<file path="src/rtl/noc_credit_receiver.sv">
`default_nettype none
// +--------------------------------------------------------------------------+
// | noc_credit_receiver                                                      |
// | Credit-based link receiver: flit FIFO, credit return and framing check.  |
// | Revision: 1.0                                                            |
// +--------------------------------------------------------------------------+
module noc_credit_receiver #(
  parameter int FLIT_WIDTH        = 64,
  parameter int DEST_WIDTH        = 6,
  parameter int FLIT_BUFFER_DEPTH = 2,
  parameter int CNT_WIDTH         = $clog2(FLIT_BUFFER_DEPTH + 1)
) (
  input  logic                  clk_noc,
  input  logic                  rst_noc,
  input  logic [FLIT_WIDTH-1:0] data_in,
  input  logic [DEST_WIDTH-1:0] dest_in,
  input  logic                  is_tail_in,
  input  logic                  send_in,
  output logic                  credit_out,
  output logic                  out_valid,
  input  logic                  out_ready,
  output logic [FLIT_WIDTH-1:0] out_data,
  output logic [DEST_WIDTH-1:0] out_dest,
  output logic                  out_is_tail,
  output logic [CNT_WIDTH-1:0]  occupancy,
  output logic                  overflow_err,
  output logic                  framing_err
);

  localparam int PTR_W   = (FLIT_BUFFER_DEPTH > 1) ? $clog2(FLIT_BUFFER_DEPTH) : 1;
  localparam int ENTRY_W = FLIT_WIDTH + DEST_WIDTH + 1;
  localparam logic [PTR_W-1:0]     LAST_PTR = PTR_W'(FLIT_BUFFER_DEPTH - 1);
  localparam logic [CNT_WIDTH-1:0] FULL_CNT = CNT_WIDTH'(FLIT_BUFFER_DEPTH);

  localparam logic [0:0] ST_IDLE   = 1'b0;
  localparam logic [0:0] ST_IN_PKT = 1'b1;

  logic [ENTRY_W-1:0]    r_mem [FLIT_BUFFER_DEPTH];
  logic [PTR_W-1:0]      r_rd_ptr;
  logic [PTR_W-1:0]      r_wr_ptr;
  logic [CNT_WIDTH-1:0]  r_count;
  logic [0:0]            r_state;
  logic [DEST_WIDTH-1:0] r_pkt_dest;
  logic                  r_credit;
  logic                  r_overflow;
  logic                  r_framing;

  logic                  w_valid;
  logic                  w_full;
  logic                  w_pop;
  logic                  w_push;
  logic                  w_drop;
  logic [ENTRY_W-1:0]    w_head;

  // A full FIFO still accepts a flit when the head leaves on the same edge.
  assign w_valid = (r_count != '0);
  assign w_full  = (r_count == FULL_CNT);
  assign w_pop   = w_valid & out_ready;
  assign w_push  = send_in & (~w_full | w_pop);
  assign w_drop  = send_in & w_full & ~w_pop;
  assign w_head  = r_mem[r_rd_ptr];

  // Head fields are forced to zero when empty so reset leaves clean outputs.
  assign out_valid    = w_valid;
  assign out_data     = w_valid ? w_head[ENTRY_W-1 -: FLIT_WIDTH] : '0;
  assign out_dest     = w_valid ? w_head[DEST_WIDTH:1] : '0;
  assign out_is_tail  = w_valid & w_head[0];
  assign occupancy    = r_count;
  assign credit_out   = r_credit;
  assign overflow_err = r_overflow;
  assign framing_err  = r_framing;

  always_ff @(posedge clk_noc) begin
    if (w_push) begin
      r_mem[r_wr_ptr] <= {data_in, dest_in, is_tail_in};
    end
  end

  always_ff @(posedge clk_noc or posedge rst_noc) begin
    if (rst_noc) begin
      r_rd_ptr <= '0;
      r_wr_ptr <= '0;
      r_count  <= '0;
      r_credit <= 1'b0;
    end else begin
      if (w_push) begin
        r_wr_ptr <= (r_wr_ptr == LAST_PTR) ? '0 : r_wr_ptr + 1'b1;
      end
      if (w_pop) begin
        r_rd_ptr <= (r_rd_ptr == LAST_PTR) ? '0 : r_rd_ptr + 1'b1;
      end
      case ({w_push, w_pop})
        2'b10:   r_count <= r_count + 1'b1;
        2'b01:   r_count <= r_count - 1'b1;
        default: r_count <= r_count;
      endcase
      r_credit <= w_pop;
    end
  end

  // Framing tracker advances only on flits that were actually stored.
  always_ff @(posedge clk_noc or posedge rst_noc) begin
    if (rst_noc) begin
      r_state    <= ST_IDLE;
      r_pkt_dest <= '0;
      r_overflow <= 1'b0;
      r_framing  <= 1'b0;
    end else begin
      if (w_drop) begin
        r_overflow <= 1'b1;
      end
      if (w_push) begin
        case (r_state)
          ST_IDLE: begin
            if (!is_tail_in) begin
              r_state    <= ST_IN_PKT;
              r_pkt_dest <= dest_in;
            end
          end
          default: begin
            if (dest_in != r_pkt_dest) begin
              r_framing <= 1'b1;
            end
            if (is_tail_in) begin
              r_state <= ST_IDLE;
            end
          end
        endcase
      end
    end
  end

endmodule
`default_nettype wire

</file>
<file path="config.mk">
export PLATFORM = sky130hd
export DESIGN_NAME = noc_credit_receiver
export DESIGN_NICKNAME = d
export VERILOG_FILES = /design/src/rtl/noc_credit_receiver.sv
export SDC_FILE = /design/constraint.sdc
export NUM_CORES = 1
export LEC_CHECK = 0
export ABC_AREA = 1
export CAP_MARGIN = 15
export CORE_MARGIN = 10
export CORE_UTILIZATION = 30
export DETAILED_ROUTE_END_ITERATION = 7
export SYNTH_ARGS = -nofsm -noshare
export SYNTH_HDL_FRONTEND = slang
export SYNTH_SLANG_ARGS = --single-unit
</file>
<file path="constraint.sdc">
create_clock -name clk_noc -period 4.95 [get_ports clk_noc]
set_clock_uncertainty 0.15 [all_clocks]
set_input_delay 0.7425 -clock clk_noc [delete_from_list [all_inputs] [get_ports clk_noc]]
set_output_delay 0.7425 -clock clk_noc [all_outputs]
set_load 0.1 [all_outputs]
</file>
==> flow_summary_export.csv <==
group,metric,value,unit
placed_design,hpwl,9.255,mm
clock_tree,cts_hold_buffers,0,
synth,synth.distinct_cells,21,
grt,gr-total-overflow,0,
synth,yosys.area.top_type,"edfxtp_1",
clock_tree,cts_sinks,156,
synth,avgSynthCellArea,12.71,µm²
route,avgViaCountPerCell,4.295,
clock_tree,cts_setup_buffers,0,
placed_design,io_buffers,151,
sta,hold_viol,0,
min_path,hold_depth,2,
grt,grt_first_pass_wirelength,21.77,mm
synth,synthCells,471,
sta,period_needed,3.361,ns
final_layout,diodes,0,
final_layout,area_growth,37.95,%
synth,netlist_area,5984,µm²
route,detail_route.wl_per_cell,15.55,µm
clock_tree,cts_resized,0,
min_path,worstHoldStart,"framing_err$_DFFE_PP0P_",
run_status,status,"finished, final reports clean",
clock_tree,worstSkewPairLatency,0.41,ns
critical_path,cp.arrival,2.47,ns
job,maxCapViolCount,0,
clock_tree,clock_tree.root_cell,"clkbuf_16",
route,dr.pass1.iters,4,
route,first_iter_violations,165,
synth,synth_nets,547,
clock_tree,cts.htree.levels,4,
floorplan,io_pins,152,
route,drc,0,
critical_path,rr_startpoint,"occupancy[0]$_DFFE_PP0P_",
clock_tree,cts_tree,"done",
sta,fin_tns_setup,0,ns
critical_path,critPathSlowestCell,"inv_2",
clock_tree,cts_buffers,17,
sta,min_period_over_period,67.91,%
sta,slew_violations,0,
route,routed_wl,14.01,mm
floorplan,dieWidth,161.2,µm
final_layout,num-nets-final,699,
critical_path,cpPeakStageDelay,0.75,ns
clock_tree,clockBufferDepth,2,
min_path,hold_end,"framing_err$_DFFE_PP0P_",
sta,slew_headroom,29.96,%
final_layout,nFillCells,1820,
sta,max_freq,0.2975,GHz
grt,antenna_found_initial,0,
placed_design,finalWeightedCongestion,0.7648,
grt,grt_max_degree,73,
floorplan,coreArea,19530,µm²
grt,grt_pass1_vias,4055,
critical_path,reg2reg_slack,2.58,ns
sta,setup_viol,0,
route,num_vias,3870,
synth,synthArstFlopShare,8.974,%
synth,synth_top_flop_cell,"edfxtp_1",
critical_path,cp_max_fo,57,
floorplan,dieArea,26000,µm²
critical_path,cp_top_family,"buffers and inverters",
floorplan,die_h,161.2,µm
synth,synth_area_leaders,"edfxtp_1, nand2_1, a21oi_1",
critical_path,ff2ff_path_depth,5,
critical_path,startpoint,"r_rd_ptr$_DFFE_PP0N_",
critical_path,crit_path_end_kind,"output port",
critical_path,start_kind,"register",
synth,ys_ff_latch,156,
floorplan,start_util,30.65,%
critical_path,crit_top_cell,"buf_4",
min_path,min_path_type,"reg -> reg",
synth,yosysWarnings,0,
critical_path,cp_num_buf_inv,3,
floorplan,rows,51,
grt,grt_use_total,10.69,%
synth,synth_edf_count,142,
synth,yosysSeqAreaShare,77.11,%
route,ant_nets,0,
critical_path,crit_path_cell_trace,"inv_2 > buf_4 > nand2_1 > a21oi_1 > buf_4",
sta,rsz0062_at_grt,"false",
sta,worst_pin_slew,1.047,ns
synth,synth.most_common_cell,"nand2_1",
synth,synth_common_cells,"nand2_1, edfxtp_1, a21oi_1",
synth,synth_top_area_share,71.25,%
critical_path,rr_endpoint,"r_mem[0][0]$_DFFE_PP_",
critical_path,cp.required,4.06,ns
final_layout,drive_above_1_share,19.18,%
clock_tree,clkTransAtPathRegs,0.06,ns
critical_path,path_class,"reg -> out",
[flip-flops by register name, summed over array words and instances (netlist names)]
register	count
r_mem	142
r_pkt_dest	6
occupancy	2
credit_out	1
framing_err	1
overflow_err	1
r_rd_ptr	1
r_state	1
r_wr_ptr	1
[area by class of cell]
cell class	instances	area (µm²)	area share, %
clock buffer	18	429.2	5.199
inverter	23	86.33	1.046
multi-input combinational	269	1191	14.43
sequential	156	4616	55.91
clock inverter	14	217.7	2.637
timing repair buffer	156	1384	16.76
tap	265	331.6	4.016
[tightest hold or removal path, stage by stage (launching register included)]
cell and delay (ns):
dfrtp_1 0.34, inv_1 0.04, nand2_1 0.05
[worst max path at each step]
stage | end | slack [ns] | cells after the start
after detailed placement | r_mem[0][6]$_DFFE_PP_ | 1.77 | 6
after CTS | out_data[43] | 1.51 | 5
after global routing | out_data[41] | 1.35 | 5
final | out_data[43] | 1.59 | 5
after global placement | r_mem[0][6]$_DFFE_PP_ | 1.84 | 6
after floorplan | r_mem[1][0]$_DFFE_PP_ | 0.02 | 4
[metrics by stage]
step           util, %  area, µm²  hold WS [ns]  setup WS (ns)  std cells
6_report         42.28       8255        0.3167          1.589        901
5_1_grt          42.28       8255        0.3422          1.348        901
4_1_cts          42.28       8255        0.3227          1.515        901
2_1_floorplan        -       5984        0.2988        0.01589        471
3_3_place_gp     38.97       7609        0.3021          1.838        869
3_5_place_dp     38.97       7609        0.2986          1.773        869
[kinds of logic (layout without fill, tap and decap cells)]
family | count (synthesis) | after routing | share of synthesized area, %
simple gates | 184 | 184 | 11.79
flops | 156 | 156 | 77.11
compound gates | 81 | 81 | 7.129
buf+inv | 46 | 211 | 3.324
xor+xnor | 3 | 3 | 0.4391
fa+ha+maj | 1 | 1 | 0.2090
[layer usage]
metal	routed length (µm)	vias up	GRT usage [%]
met5	0	-	0
met4	117	0	3.350
met3	805	9	3.737
met2	7078	110	18.14
met1	6013	1836	12.42
li1	-	1915	-
[layout by cell type, fill, tap and decap left out, drive strengths merged]
cell,instances
nor2,10
o21bai,1
xnor2,2
inv,25
bufinv,5
edfxtp,142
xor2,1
o21ai,8
clkbuf,18
clkinvlp,1
clkinv,6
ha,1
nand3,2
buf,76
clkdlybuf4s50,80
nand2,172
dfrtp,14
a21oi,72
Power is left out: the tool's default activity adds up to more than one toggle a clock period on the data nets, which glitch-free logic cannot reach.
